`src/rtl/laser_safety_pkg.sv`:
```
// Shared definitions for the laser safety supervisor: state encodings,
// fault_code bit positions and power-on limit values.
package laser_safety_pkg;

  typedef enum logic [2:0] {
    ST_SAFE     = 3'd0,
    ST_ARMING   = 3'd1,
    ST_ARMED    = 3'd2,
    ST_FAULT    = 3'd3,
    ST_CLEARING = 3'd4,
    ST_LOCKOUT  = 3'd5
  } ctrl_state_e;

  localparam int FC_LOWER = 0;
  localparam int FC_UPPER = 1;
  localparam int FC_RATE  = 2;

  localparam logic [31:0] WLO_DEF_C = 32'h307;
  localparam logic [31:0] WHI_DEF_C = 32'h314;
  localparam logic [31:0] RLO_DEF_C = 32'h1312D;

endpackage

```
`src/rtl/laser_safety_ctrl_timer.sv`:
```
// Loadable 32-bit down-counter with a zero flag; it holds at zero and is
// shared by the ARMING delay and the CLEARING hold.
module safety_timer (
  input  logic        clk,
  input  logic        rstn,
  input  logic        load,
  input  logic        dec,
  input  logic [31:0] load_val,
  output logic        zero
);

  logic [31:0] count_reg;

  always_ff @(posedge clk or negedge rstn) begin
    if (!rstn) begin
      count_reg <= '0;
    end else if (load) begin
      count_reg <= load_val;
    end else if (dec && (count_reg != 32'd0)) begin
      count_reg <= count_reg - 32'd1;
    end
  end

  assign zero = (count_reg == 32'd0);

endmodule

```
`src/rtl/laser_safety_ctrl.sv`:
```
// Arm/disarm supervisor for the pulse checker: owns the limit registers,
// gates laser_ready, latches fault flags and runs the clear_fail handshake.
module laser_safety_ctrl
  import laser_safety_pkg::*;
#(
  parameter int          ARM_DELAY  = 1000,
  parameter int          CLEAR_HOLD = 16,
  parameter int          MAX_FAULTS = 3,
  parameter logic [31:0] WLO_DEF    = WLO_DEF_C,
  parameter logic [31:0] WHI_DEF    = WHI_DEF_C,
  parameter logic [31:0] RLO_DEF    = RLO_DEF_C
) (
  input  logic        clk,
  input  logic        rstn,
  input  logic        arm_req,
  input  logic        disarm_req,
  input  logic        fault_ack,
  input  logic        cfg_load,
  input  logic [31:0] cfg_wlo,
  input  logic [31:0] cfg_whi,
  input  logic [31:0] cfg_rlo,
  input  logic        pulse_lower_limit_fail,
  input  logic        pulse_upper_limit_fail,
  input  logic        rate_lower_limit_fail,
  output logic [31:0] pulse_width_lower_limit,
  output logic [31:0] pulse_width_upper_limit,
  output logic [31:0] rate_lower_limit,
  output logic        laser_ready,
  output logic        clear_fail,
  output logic [2:0]  ctrl_state,
  output logic [2:0]  fault_code,
  output logic [1:0]  fault_count,
  output logic        lockout,
  output logic        cfg_err
);

  ctrl_state_e state_reg;
  logic [2:0]  fault_code_reg;
  logic [1:0]  fault_count_reg;
  logic        laser_ready_reg, clear_fail_reg, lockout_reg, cfg_err_reg;
  logic [31:0] wlo_reg, whi_reg, rlo_reg;

  logic [2:0]  fail_vec;
  logic        fail_any, arm_go, ack_go, tmr_zero, tmr_load, tmr_dec, cfg_ok;
  logic [1:0]  count_next;
  logic [31:0] tmr_val;
  ctrl_state_e fault_dest;

  always_comb begin
    fail_vec           = '0;
    fail_vec[FC_LOWER] = pulse_lower_limit_fail;
    fail_vec[FC_UPPER] = pulse_upper_limit_fail;
    fail_vec[FC_RATE]  = rate_lower_limit_fail;
  end

  assign fail_any   = |fail_vec;
  assign arm_go     = (state_reg == ST_SAFE) && arm_req && !disarm_req;
  assign ack_go     = (state_reg == ST_FAULT) && fault_ack;
  assign tmr_load   = arm_go || ack_go;
  assign tmr_val    = arm_go ? 32'(ARM_DELAY - 1) : 32'(CLEAR_HOLD - 1);
  assign tmr_dec    = (state_reg == ST_ARMING) || (state_reg == ST_CLEARING);
  assign count_next = (fault_count_reg == 2'd3) ? 2'd3 : fault_count_reg + 2'd1;
  assign fault_dest = ({30'd0, count_next} >= 32'(MAX_FAULTS)) ? ST_LOCKOUT : ST_FAULT;
  assign cfg_ok     = (cfg_wlo != 32'd0) && (cfg_wlo <= cfg_whi) && (cfg_rlo > cfg_whi);

  safety_timer u_timer (
    .clk      (clk),
    .rstn     (rstn),
    .load     (tmr_load),
    .dec      (tmr_dec),
    .load_val (tmr_val),
    .zero     (tmr_zero)
  );

  always_ff @(posedge clk or negedge rstn) begin
    if (!rstn) begin
      state_reg       <= ST_SAFE;
      fault_code_reg  <= '0;
      fault_count_reg <= '0;
      laser_ready_reg <= 1'b0;
      clear_fail_reg  <= 1'b0;
      lockout_reg     <= 1'b0;
    end else begin
      case (state_reg)
        ST_SAFE: begin
          if (arm_go) state_reg <= ST_ARMING;
        end
        ST_ARMING, ST_ARMED: begin
          // Fail beats disarm; a fault entry may escalate straight to LOCKOUT.
          if (fail_any) begin
            state_reg       <= fault_dest;
            fault_code_reg  <= fault_code_reg | fail_vec;
            fault_count_reg <= count_next;
            lockout_reg     <= (fault_dest == ST_LOCKOUT);
            laser_ready_reg <= 1'b0;
          end else if (disarm_req) begin
            state_reg       <= ST_SAFE;
            laser_ready_reg <= 1'b0;
            if (state_reg == ST_ARMED) fault_count_reg <= '0;
          end else if ((state_reg == ST_ARMING) && tmr_zero) begin
            state_reg       <= ST_ARMED;
            laser_ready_reg <= 1'b1;
          end
        end
        ST_FAULT: begin
          if (fault_ack) begin
            state_reg      <= ST_CLEARING;
            clear_fail_reg <= 1'b1;
          end
        end
        ST_CLEARING: begin
          if (tmr_zero) begin
            clear_fail_reg <= 1'b0;
            if (fail_any) begin
              state_reg      <= ST_FAULT;
              fault_code_reg <= fault_code_reg | fail_vec;
            end else begin
              state_reg      <= ST_SAFE;
              fault_code_reg <= '0;
            end
          end
        end
        ST_LOCKOUT: begin
          lockout_reg <= 1'b1;
        end
        default: state_reg <= ST_SAFE;
      endcase
    end
  end

  always_ff @(posedge clk or negedge rstn) begin
    if (!rstn) begin
      wlo_reg     <= WLO_DEF;
      whi_reg     <= WHI_DEF;
      rlo_reg     <= RLO_DEF;
      cfg_err_reg <= 1'b0;
    end else begin
      cfg_err_reg <= 1'b0;
      if (cfg_load) begin
        if ((state_reg == ST_SAFE) && cfg_ok) begin
          wlo_reg <= cfg_wlo;
          whi_reg <= cfg_whi;
          rlo_reg <= cfg_rlo;
        end else begin
          cfg_err_reg <= 1'b1;
        end
      end
    end
  end

  assign pulse_width_lower_limit = wlo_reg;
  assign pulse_width_upper_limit = whi_reg;
  assign rate_lower_limit        = rlo_reg;
  assign laser_ready             = laser_ready_reg;
  assign clear_fail              = clear_fail_reg;
  assign ctrl_state              = state_reg;
  assign fault_code              = fault_code_reg;
  assign fault_count             = fault_count_reg;
  assign lockout                 = lockout_reg;
  assign cfg_err                 = cfg_err_reg;

endmodule
```
`config.mk`:
```
export PLATFORM = sky130hd
export DESIGN_NAME = laser_safety_ctrl
export DESIGN_NICKNAME = d
export VERILOG_FILES = /design/src/rtl/laser_safety_pkg.sv /design/src/rtl/laser_safety_ctrl_timer.sv /design/src/rtl/laser_safety_ctrl.sv
export SDC_FILE = /design/constraint.sdc
export NUM_CORES = 1
export LEC_CHECK = 0
export CORE_MARGIN = 3
export CORE_UTILIZATION = 38
export DETAILED_ROUTE_END_ITERATION = 7
export PLACE_DENSITY = 0.69
export SLEW_MARGIN = 20
export SYNTH_ARGS = -nofsm -noshare
export SYNTH_HDL_FRONTEND = slang
export SYNTH_SLANG_ARGS = --single-unit
```
`constraint.sdc`:
```
create_clock -name clk -period 2.6 [get_ports clk]
set_clock_uncertainty 0.05 [all_clocks]
set_input_delay 0.26 -clock clk [delete_from_list [all_inputs] [get_ports clk]]
set_output_delay 0.26 -clock clk [all_outputs]
set_load 0.02 [all_outputs]
```
# Word level (Yosys, flattened, before mapping)
# Index checks and enable logic that the tools add are counted.
dict set report totals {
  reg_bits 140
  input_bits 105
  out_inout_bits 108
  elab_cells 91
}
dict set report classes {
  eq_ne 12
  n_bitwise 2
  n_reduce_logical 31
  n_mux 30
  n_addsub 2
  magnitude_cmp 3
}
# cell n
set op_table {}
lappend op_table {{two-way mux 32 bit} 2}
lappend op_table {{nonzero test 32 bit} 2}
lappend op_table {{> comparator 32 bit} 1}
lappend op_table {{less-or-equal comparator 32 bit} 1}
lappend op_table {{logical NOT 32 bit} 1}
lappend op_table {{subtractor 32 x 1 -> 32 bit, second input constant} 1}
lappend op_table {{two-way mux 3 bit} 10}
lappend op_table {{case mux 3 bit (5 select lines)} 1}
lappend op_table {{nonzero test 2 bit} 6}
lappend op_table {{two-way mux 10 bit} 1}
lappend op_table {{two-way mux 2 bit} 5}
lappend op_table {{equality test 3 bit, second input constant} 3}
lappend op_table {{AND reduction 3 bit} 3}
lappend op_table {{logical AND 1 bit} 8}
lappend op_table {{two-way mux 1 bit} 8}
lappend op_table {{!= test 2 bit, second input constant} 4}
lappend op_table {{equality test 3 x 2 -> 1 bit, second input constant} 2}
lappend op_table {{case mux 3 bit (2 select lines)} 1}
lappend op_table {{AND reduction 2 bit} 3}
lappend op_table {{AND reduction 5 bit} 1}
lappend op_table {{!= test 4 bit, second input constant} 1}
lappend op_table {{case mux 1 bit (2 select lines)} 2}
lappend op_table {{equality test 3 x 1 -> 1 bit, second input constant} 1}
lappend op_table {{logical NOT 3 bit} 1}
lappend op_table {{other kinds (10)} 11}

# Longest topological paths before layout
# Gate-level depths: netlist of the first run.
dict set report logic_depth {
  depth_word 7
  ltp_mapped 11
  depth_no_buf 9
}

# Modules after synthesis
# Synthesis of the first run repeated with hierarchy kept, for this count alone.
dict set report unflattened {
  cells_unflattened 741
  hier_area_um2 7968.9
}
# module cells_per_inst seq_area_each_um2 instances area_each_um2
set modules_own_cells {}
lappend modules_own_cells {laser_safety_ctrl 507 2723.9 1 5901.9}
lappend modules_own_cells {safety_timer 234 800.8 1 2067.0}

# Worst setup path after synthesis of the first run
# No wires, ideal clock.
dict set report synth_path {
  kind {input port to flip-flop}
  startpoint {in cfg_whi[30]}
  endpoint {reg whi_reg[0] (netlist: pulse_width_upper_limit[0])}
  arrival_time_ps 2626
  setup_ps 125
  stages 11
  path_slack_ps -201
  path_buffers 2
  required_ps 2425
  cell_sequence {inv_1 -> ha_1 -> nand4_1 -> nor4_1 -> and2_1 -> or3_1 -> o221ai_1 -> nor4b_2 -> buf_2 -> buf_2 -> mux2_2}
}
dict set report synth_between {
  elab_chain_len 5
  elab_cells_between_ends 6
  classes_between {2 x order compare; 4 x reduce/logical}
}
# element line
set synth_rtl {}
lappend synth_rtl {{start, declared} laser_safety_ctrl.sv:20} ;# input logic [31:0] cfg_whi,
lappend synth_rtl {{less-or-equal comparator 32 bit} laser_safety_ctrl.sv:64} ;# assign cfg_ok = (cfg_wlo != 32'd0) && (cfg_wlo <= cfg_whi) && (cfg_rlo > cfg_whi);
lappend synth_rtl {{logical AND 1 bit} laser_safety_ctrl.sv:64}
lappend synth_rtl {{logical AND 1 bit (*)} laser_safety_ctrl.sv:64}
lappend synth_rtl {{logical AND 1 bit (*)} laser_safety_ctrl.sv:140} ;# if ((state_reg == ST_SAFE) && cfg_ok) begin
lappend synth_rtl {{AND reduction 2 bit (no line) (*)} -}
lappend synth_rtl {{end signal, assigned} laser_safety_ctrl.sv:142} ;# whi_reg <= cfg_whi;
lappend synth_rtl {{end, declared} laser_safety_ctrl.sv:41} ;# logic [31:0] wlo_reg, whi_reg, rlo_reg;
# Mark *: on every way between the ends. The rest lies on a longest branch, timed or not.
# A chain may end at the register's enable or synchronous reset.

# Worst setup path after layout of the first run
dict set report layout_path {
  startpoint {in cfg_rlo[12]}
  endpoint {reg wlo_reg[23] (netlist: pulse_width_lower_limit[23])}
}
dict set report layout_between {
  elab_chain_len 4
}
# element line
set layout_rtl {}
lappend layout_rtl {{start, declared} laser_safety_ctrl.sv:21} ;# input logic [31:0] cfg_rlo,
lappend layout_rtl {{> comparator 32 bit} laser_safety_ctrl.sv:64}
lappend layout_rtl {{logical AND 1 bit} laser_safety_ctrl.sv:64}
lappend layout_rtl {{logical AND 1 bit} laser_safety_ctrl.sv:140}
lappend layout_rtl {{AND reduction 2 bit (no line)} -}
lappend layout_rtl {{end signal, assigned} laser_safety_ctrl.sv:141} ;# wlo_reg <= cfg_wlo;
lappend layout_rtl {{end, declared} laser_safety_ctrl.sv:41}
# No other way between the ends.

==> metrics.md, run 1 <==
| Metric | Value |
|---|---|
| Routability cong. | around 0.81 |
| Primary FF master, synth | dfrtp_1 |
| Fraction of registers with async set/reset | between 90% and 100% |
| Netlist cell types | 54 |
| Largest cells by area after synthesis | dfrtp_1 (41%), mux2_2 (14%), ha_1 (11%) |
| Fin Hold WS | between 10 and 15 ps |
| CTS root buf | clkbuf_16 |
| CTS HTree Levels | 4 |
| Antenna violations before repair | 2 |
| RSZ-0062 raised after global routing | yes |
| Reg area | approximately 3500 µm² |
| Clock buffer count from CTS | 17 |
| Starting Density | approximately 40% |
| Vias in the first global route | roughly 7000 |
| Full die area | approximately 21000 µm² |
| Slowest stage delay, CP | approximately 320 ps |
| Post-Syn Area per Cell | 11.16 µm² |
| Pwr dens | 1024 nW/µm² |
| Status | finished, final reports clean |
| DP HPWL | 16.50 mm |
| TritonCTS clock tree | done |
| CP Capture Type | register |
| Largest net degree at the start of global routing | between 60 and 70 |
| R2R Path Start | u_timer.count_reg[20] |
| Final Hold Fails | 0 |
| Layout area overhead | 63.41% |
| Placed Instances | about 1200 |
| Max_cap viols | 0 |
| WL/cell | approximately 18 µm |
| Post-synth top cells | dfrtp_1 (123), mux2_2 (96), ha_1 (65) |
| R2r setup slk | 50 ps |
| Worst-Skew Late Latency | around 430 ps |
| Critical-path maximum fanout | 8 |
| DRC errors left | 0 |
| Critical Path Start Type | input pin |
| First-pass DRT Iterations | 4 |
| Yosys reg bits | 140 |
| EDFF count, synth | 0 |
| Min-Delay Startpoint | cfg_whi[5] |
| Crit path top cell by count | buf_4 |
| Cell Area, Synth | between 7000 and 8000 µm² |
| Row count | 50 |
| Final setup margin | 38.72 ps |
| Max VDD drop | approximately 0.63 mV |
| Fillers | between 1000 and 1500 |
| Period utilisation layout | 98.51% |
| Clk buf depth | 2 |
| Worst path cell trace | dlygate4sd2_1 -> ha_1 -> nand4_1 -> buf_4 -> nor2_2 -> a221o_1 -> a211o_1 -> a21oi_2 -> nor4b_4 -> buf_4 -> buf_12 -> buf_16 -> mux2_4 |
| Die H | roughly 150 µm |
| CP required | approximately 2900 ps |
| Cell family with most CP delay | buffers and inverters |
| CORE AREA | 19020 µm² |
| DRT iter0 DRCs | 330 |
| Worst-margin pin slew | 597.7 ps |
| Multi-input logic area | ~4500 µm² |
| Peak Freq | between 300 and 400 MHz |
| Worst Hold Depth | 2 |
| Max-slew violations | 0 |
| Drt via density | 5.187 |
| Clk sink count | between 100 and 150 |
| WP buf/inv | 5 |
| Pleak | 0.005511 µW |
| Share of cells above drive strength 1 | between 40% and 50% |
| Critical Path Slowest Stage Cell | a221o_1 |
| WP data arrival | 2820 ps |
| Post-layout nets | approximately 1200 |
| DR vias | between 6000 and 7000 |
| Reg clk slew, reported paths | approximately 60 ps |
| GR Util All Layers | about a fifth |
| I/O Buffers | 212 |
| Synth top area share | ~40% |
| Cell taking the most area after synthesis | dfrtp_1 |
| Post-layout util | between 60% and 70% |
| Cell count after synthesis | 671 |
| IO Pins | 213 |
| Sequential fraction of the synthesis area | 47.08% |
| Final cell count without fillers | 1286 |
| Hold Path End | pulse_width_upper_limit[5] |
| Hold Crit Class | in -> reg |
| Final setup vio count | 0 |
| Syn_nets | 841 |
| Gr ovfl total | 0 |
| First-pass GRT wire length | 36.59 mm |
| Post-route ant nets | 0 |
| Critical Path Start | cfg_rlo[12] |
| Most frequent cell after synthesis | dfrtp_1 |
| Crit path time final | roughly 2600 ps |
| Setup WS pre-CTS | -874.3 ps |
| R2r worst-path depth | 7 |
| Post-Route WL | 23.63 mm |
| Die width | 146.4 µm |
| Reg-to-reg critical path endpoint | u_timer.count_reg[30] |
| Pwr Total | 12520 µW |
| Critical path class | in -> reg |
| Yosys warnings | 0 |
| Worst slew margin | about 60% |
==> cell families (layout without fill, tap and decap cells) <==
kind of cell	Yosys count	after routing	synth area share, %
AND/OR/NAND/NOR	176	176	12.52
buffers and inverters	62	416	3.326
AO/OA/AOI/OAI	107	107	8.842
other	0	1	0
adder cells (fa/ha/maj)	65	65	10.86
flip-flops	140	140	47.08
XOR/XNOR	25	25	2.925
multiplexers	96	96	14.44
==> per-stage QoR <==
step	TNS (ps)	area [µm²]
6_report	0	12230
5_1_grt	-593.8	12230
4_1_cts	-14.51	11980
3_5_place_dp	-80610	10740
3_3_place_gp	-75870	10740
2_1_floorplan	-1.791	7552
==> cell type report <==
class | count | share of cell area, %
Inverter | 42 | 1.330
Sequential cell | 140 | 28.81
Tap cell | 260 | 2.659
Multi-Input combinational cell | 469 | 36.73
Clock buffer | 22 | 3.876
Antenna cell | 1 | 0.02046
Clock inverter | 10 | 1.718
Timing Repair Buffer | 342 | 24.85
==> placed cells by master, fill, tap and decap left out, types with 18 or more instances in the layout <==
cell type / netlist / layout
dfrtp_1: 123 / 123
clkdlybuf4s50_1: 0 / 122
buf_4: 0 / 115
mux2_2: 96 / 66
clkbuf_2: 0 / 47
nor2_1: 41 / 40
a21oi_1: 41 / 39
ha_4: 0 / 37
mux2_4: 0 / 30
inv_2: 0 / 28
nand2_1: 30 / 28
ha_1: 65 / 28
o21ai_0: 21 / 18
nand3_1: 18 / 18
==> worst max-delay path by stage <==
stage | to | depth (start not counted)
final | pulse_width_lower_limit[23] | 13
after detailed placement | pulse_width_upper_limit[11] | 13
after global placement | pulse_width_upper_limit[13] | 13
after floorplan | u_timer.count_reg[30] | 7
after global routing | pulse_width_lower_limit[19] | 13
after CTS | pulse_width_upper_limit[11] | 13
==> where the power goes <==
| part | internal (µW) | switching [µW] |
|---|---|---|
| Sequential | 3170 | 588 |
| Combinational | 3120 | 2820 |
| Clock | 1880 | 944 |
==> routing by layer <==
metal	share of wire, %	up-vias	track usage [%]	wire, µm
met4	2.6	2	7.620	612
met2	50	208	36.44	11780
met5	0.030	-	0	7
met1	42	3281	25.95	9872
li1	-	3135	-	-
met3	5.7	44	5.649	1352
==> timing repair <==
action                                  CTS  global route
endpoints found under the setup margin  104           106
hold buffers                              1             0
setup buffers                            10            12
gates resized for setup                 173           206
gates cloned                              5             0
endpoints found under the hold margin    53             0
pin swaps                                29            44
(Power assumes the default switching activity.)
==> inputs of run 2 (changes only) <==
Settings changed: CORE_ASPECT_RATIO set to 0.6.
==> run 2 against run 1 <==
The run now ends with negative setup slack left. Sequential share of layout area decreased by 1.3 points. Fmax decreased by 6.9%. Power increased by 2.6%. Combinational power increased by 9.4%. Clock-buffer cell count increased by 1.
==> metrics.md, run 2 (synthesis gave the netlist of run 1 again) <==
| Metric | Value |
|---|---|
| CP required | around 2900 ps |
| Clk sink count | between 100 and 150 |
| Placed Instances | 1236 |
| Most frequent cells in the layout | clkdlybuf4s50_1 (128), buf_4 (124), dfrtp_1 (123), mux2_4 (96) |
| Worst Hold Depth | 2 |
| Pwr Total | roughly 13000 µW |
| Crit path time final | about 2800 ps |
| Starting Density | ~40% |
| Final cell count without fillers | approximately 1300 |
| Die H | 114.7 µm |
| Full die area | roughly 21000 µm² |
| CP Capture Type | register |
| DP HPWL | between 15 and 20 mm |
| First-pass DRT Iterations | 5 |
| Period utilisation layout | 105.8% |
| Reg clk slew, reported paths | ~60 ps |
| Max VDD drop | ~0.64 mV |
| Failing checks | negative setup slack |
| Gr ovfl total | 0 |
| Final setup vio count | 97 |
| Layout area overhead | 70.92% |
| Post-route ant nets | 0 |
| CORE AREA | approximately 19000 µm² |
| Antenna violations before repair | 4 |
| Routability cong. | approximately 0.87 |
| Critical path class | in -> reg |
| Fin Hold WS | ~29 ps |
| RSZ-0062 raised after global routing | yes |
| Reg-to-reg critical path endpoint | u_timer.count_reg[30] |
| R2r worst-path depth | 7 |
| TritonCTS clock tree | done |
| Final Hold Fails | 0 |
| Drt via density | 5.296 |
| Share of cells above drive strength 1 | between 40% and 50% |
| Status | finished, violations left |
| I/O Buffers | between 200 and 250 |
| Max_cap viols | 0 |
| DRC errors left | 0 |
| DRT iter0 DRCs | slightly above 500 |
| Commonest non-fill, non-tap cell in the layout | clkdlybuf4s50_1 |
| Row count | 39 |
| Clk buf depth | 2 |
| First-pass GRT wire length | a little over 40 mm |
| Fin Setup TNS | -10340 ps |
| Die width | ~190 µm |
| IO Pins | approximately 210 |
| Peak Freq | ~360 MHz |
| Pwr dens | about 1000 nW/µm² |
| Max-slew violations | 0 |
| CTS root buf | clkbuf_16 |
| R2r setup slk | -50 ps |
| Worst-Skew Late Latency | 420 ps |
| DR vias | roughly 7000 |
| GR Util All Layers | 24.53% |
| Critical Path Start Type | input pin |
| Hold Crit Class | in -> reg |
| R2R Path Start | u_timer.count_reg[17] |
| Critical-path maximum fanout | 7 |
| Largest net degree at the start of global routing | 53 |
| WL/cell | between 20 and 25 µm |
| Pleak | between 0.005 and 0.006 µW |
| Worst slew margin | ~57% |
| WP data arrival | 3000 ps |
| Worst-margin pin slew | 642.9 ps |
| Min-Delay Startpoint | cfg_whi[14] |
| Fillers | about 1400 |
| Post-layout nets | 1203 |
| Clock buffer count from CTS | 17 |
| CTS HTree Levels | 4 |
| Final setup margin | -151.4 ps |
| Hold Path End | pulse_width_upper_limit[14] |
| Vias in the first global route | 6987 |
| Post-Route WL | between 20 and 30 mm |
## run 2: how the worst max path moves through the flow
stage,to,cells past startpoint,from
2_1_floorplan,u_timer.count_reg[30],7,u_timer.count_reg[18]
3_3_place_gp,pulse_width_upper_limit[6],10,cfg_whi[31]
3_5_place_dp,pulse_width_upper_limit[6],10,cfg_whi[31]
4_1_cts,rate_lower_limit[6],15,cfg_whi[14]
5_1_grt,pulse_width_lower_limit[24],13,cfg_whi[31]
6_report,pulse_width_lower_limit[24],15,cfg_wlo[5]
## run 2: power by group
part / switching [µW] / internal, µW / leakage [µW]
logic: 3030 / 3470 / 0.00377
clock network: 979 / 1590 / 0.000298
registers: 603 / 3170 / 0.00169
total: 4610 / 8230 / 0.00576
## run 2: cell type report
type / count / area (µm²) / area share [%]
Multi-Input combinational cell: 469 / 4661 / 36.43
Sequential cell: 140 / 3525 / 27.55
Timing Repair Buffer: 363 / 3495 / 27.31
Clock buffer: 23 / 478.0 / 3.736
Tap cell: 266 / 332.8 / 2.601
Inverter: 42 / 165.2 / 1.291
Clock inverter: 9 / 133.9 / 1.046
Antenna cell: 2 / 5.005 / 0.03912
## run 2: per-layer routing
| metal | routed length, µm | track usage (%) | up-vias |
|---|---|---|---|
| li1 | - | - | 3172 |
| met1 | 13340 | 36.34 | 3474 |
| met2 | 11740 | 34.62 | 273 |
| met3 | 2126 | 7.158 | 36 |
| met4 | 496 | 7.247 | 4 |
| met5 | 23 | 0 | - |
## run 2: critical path: stages
cell and delay [ps]:
clkdlybuf4s15_1 230, ha_4 290, nand4_1 210, buf_4 220, buf_4 130, buf_4 120, buf_4 130, nor3_2 180
o21ai_2 110, a31oi_2 270, nor4b_4 80, buf_6 150, buf_12 150, clkbuf_16 170, mux2_4 300
## run 2: what timing repair did
action / in CTS / in global routing
gates resized for setup: 257 / 154
buffers inserted: 23 / 13
pin swaps: 45 / 27
endpoints found under the hold margin: 37 / 2
hold buffers: 1 / 2
setup endpoints to repair: 113 / 122
cloned: 10 / 2
## run 2: stage by stage
stage,cell area [µm²],util [%],setup slack [ps]
2_1_floorplan,7552,-,-1.791
3_3_place_gp,10740,56.02,-1142
3_5_place_dp,10740,56.02,-1156
4_1_cts,12270,63.98,-92.55
5_1_grt,12790,66.72,-211.4
6_report,12790,66.72,-151.4
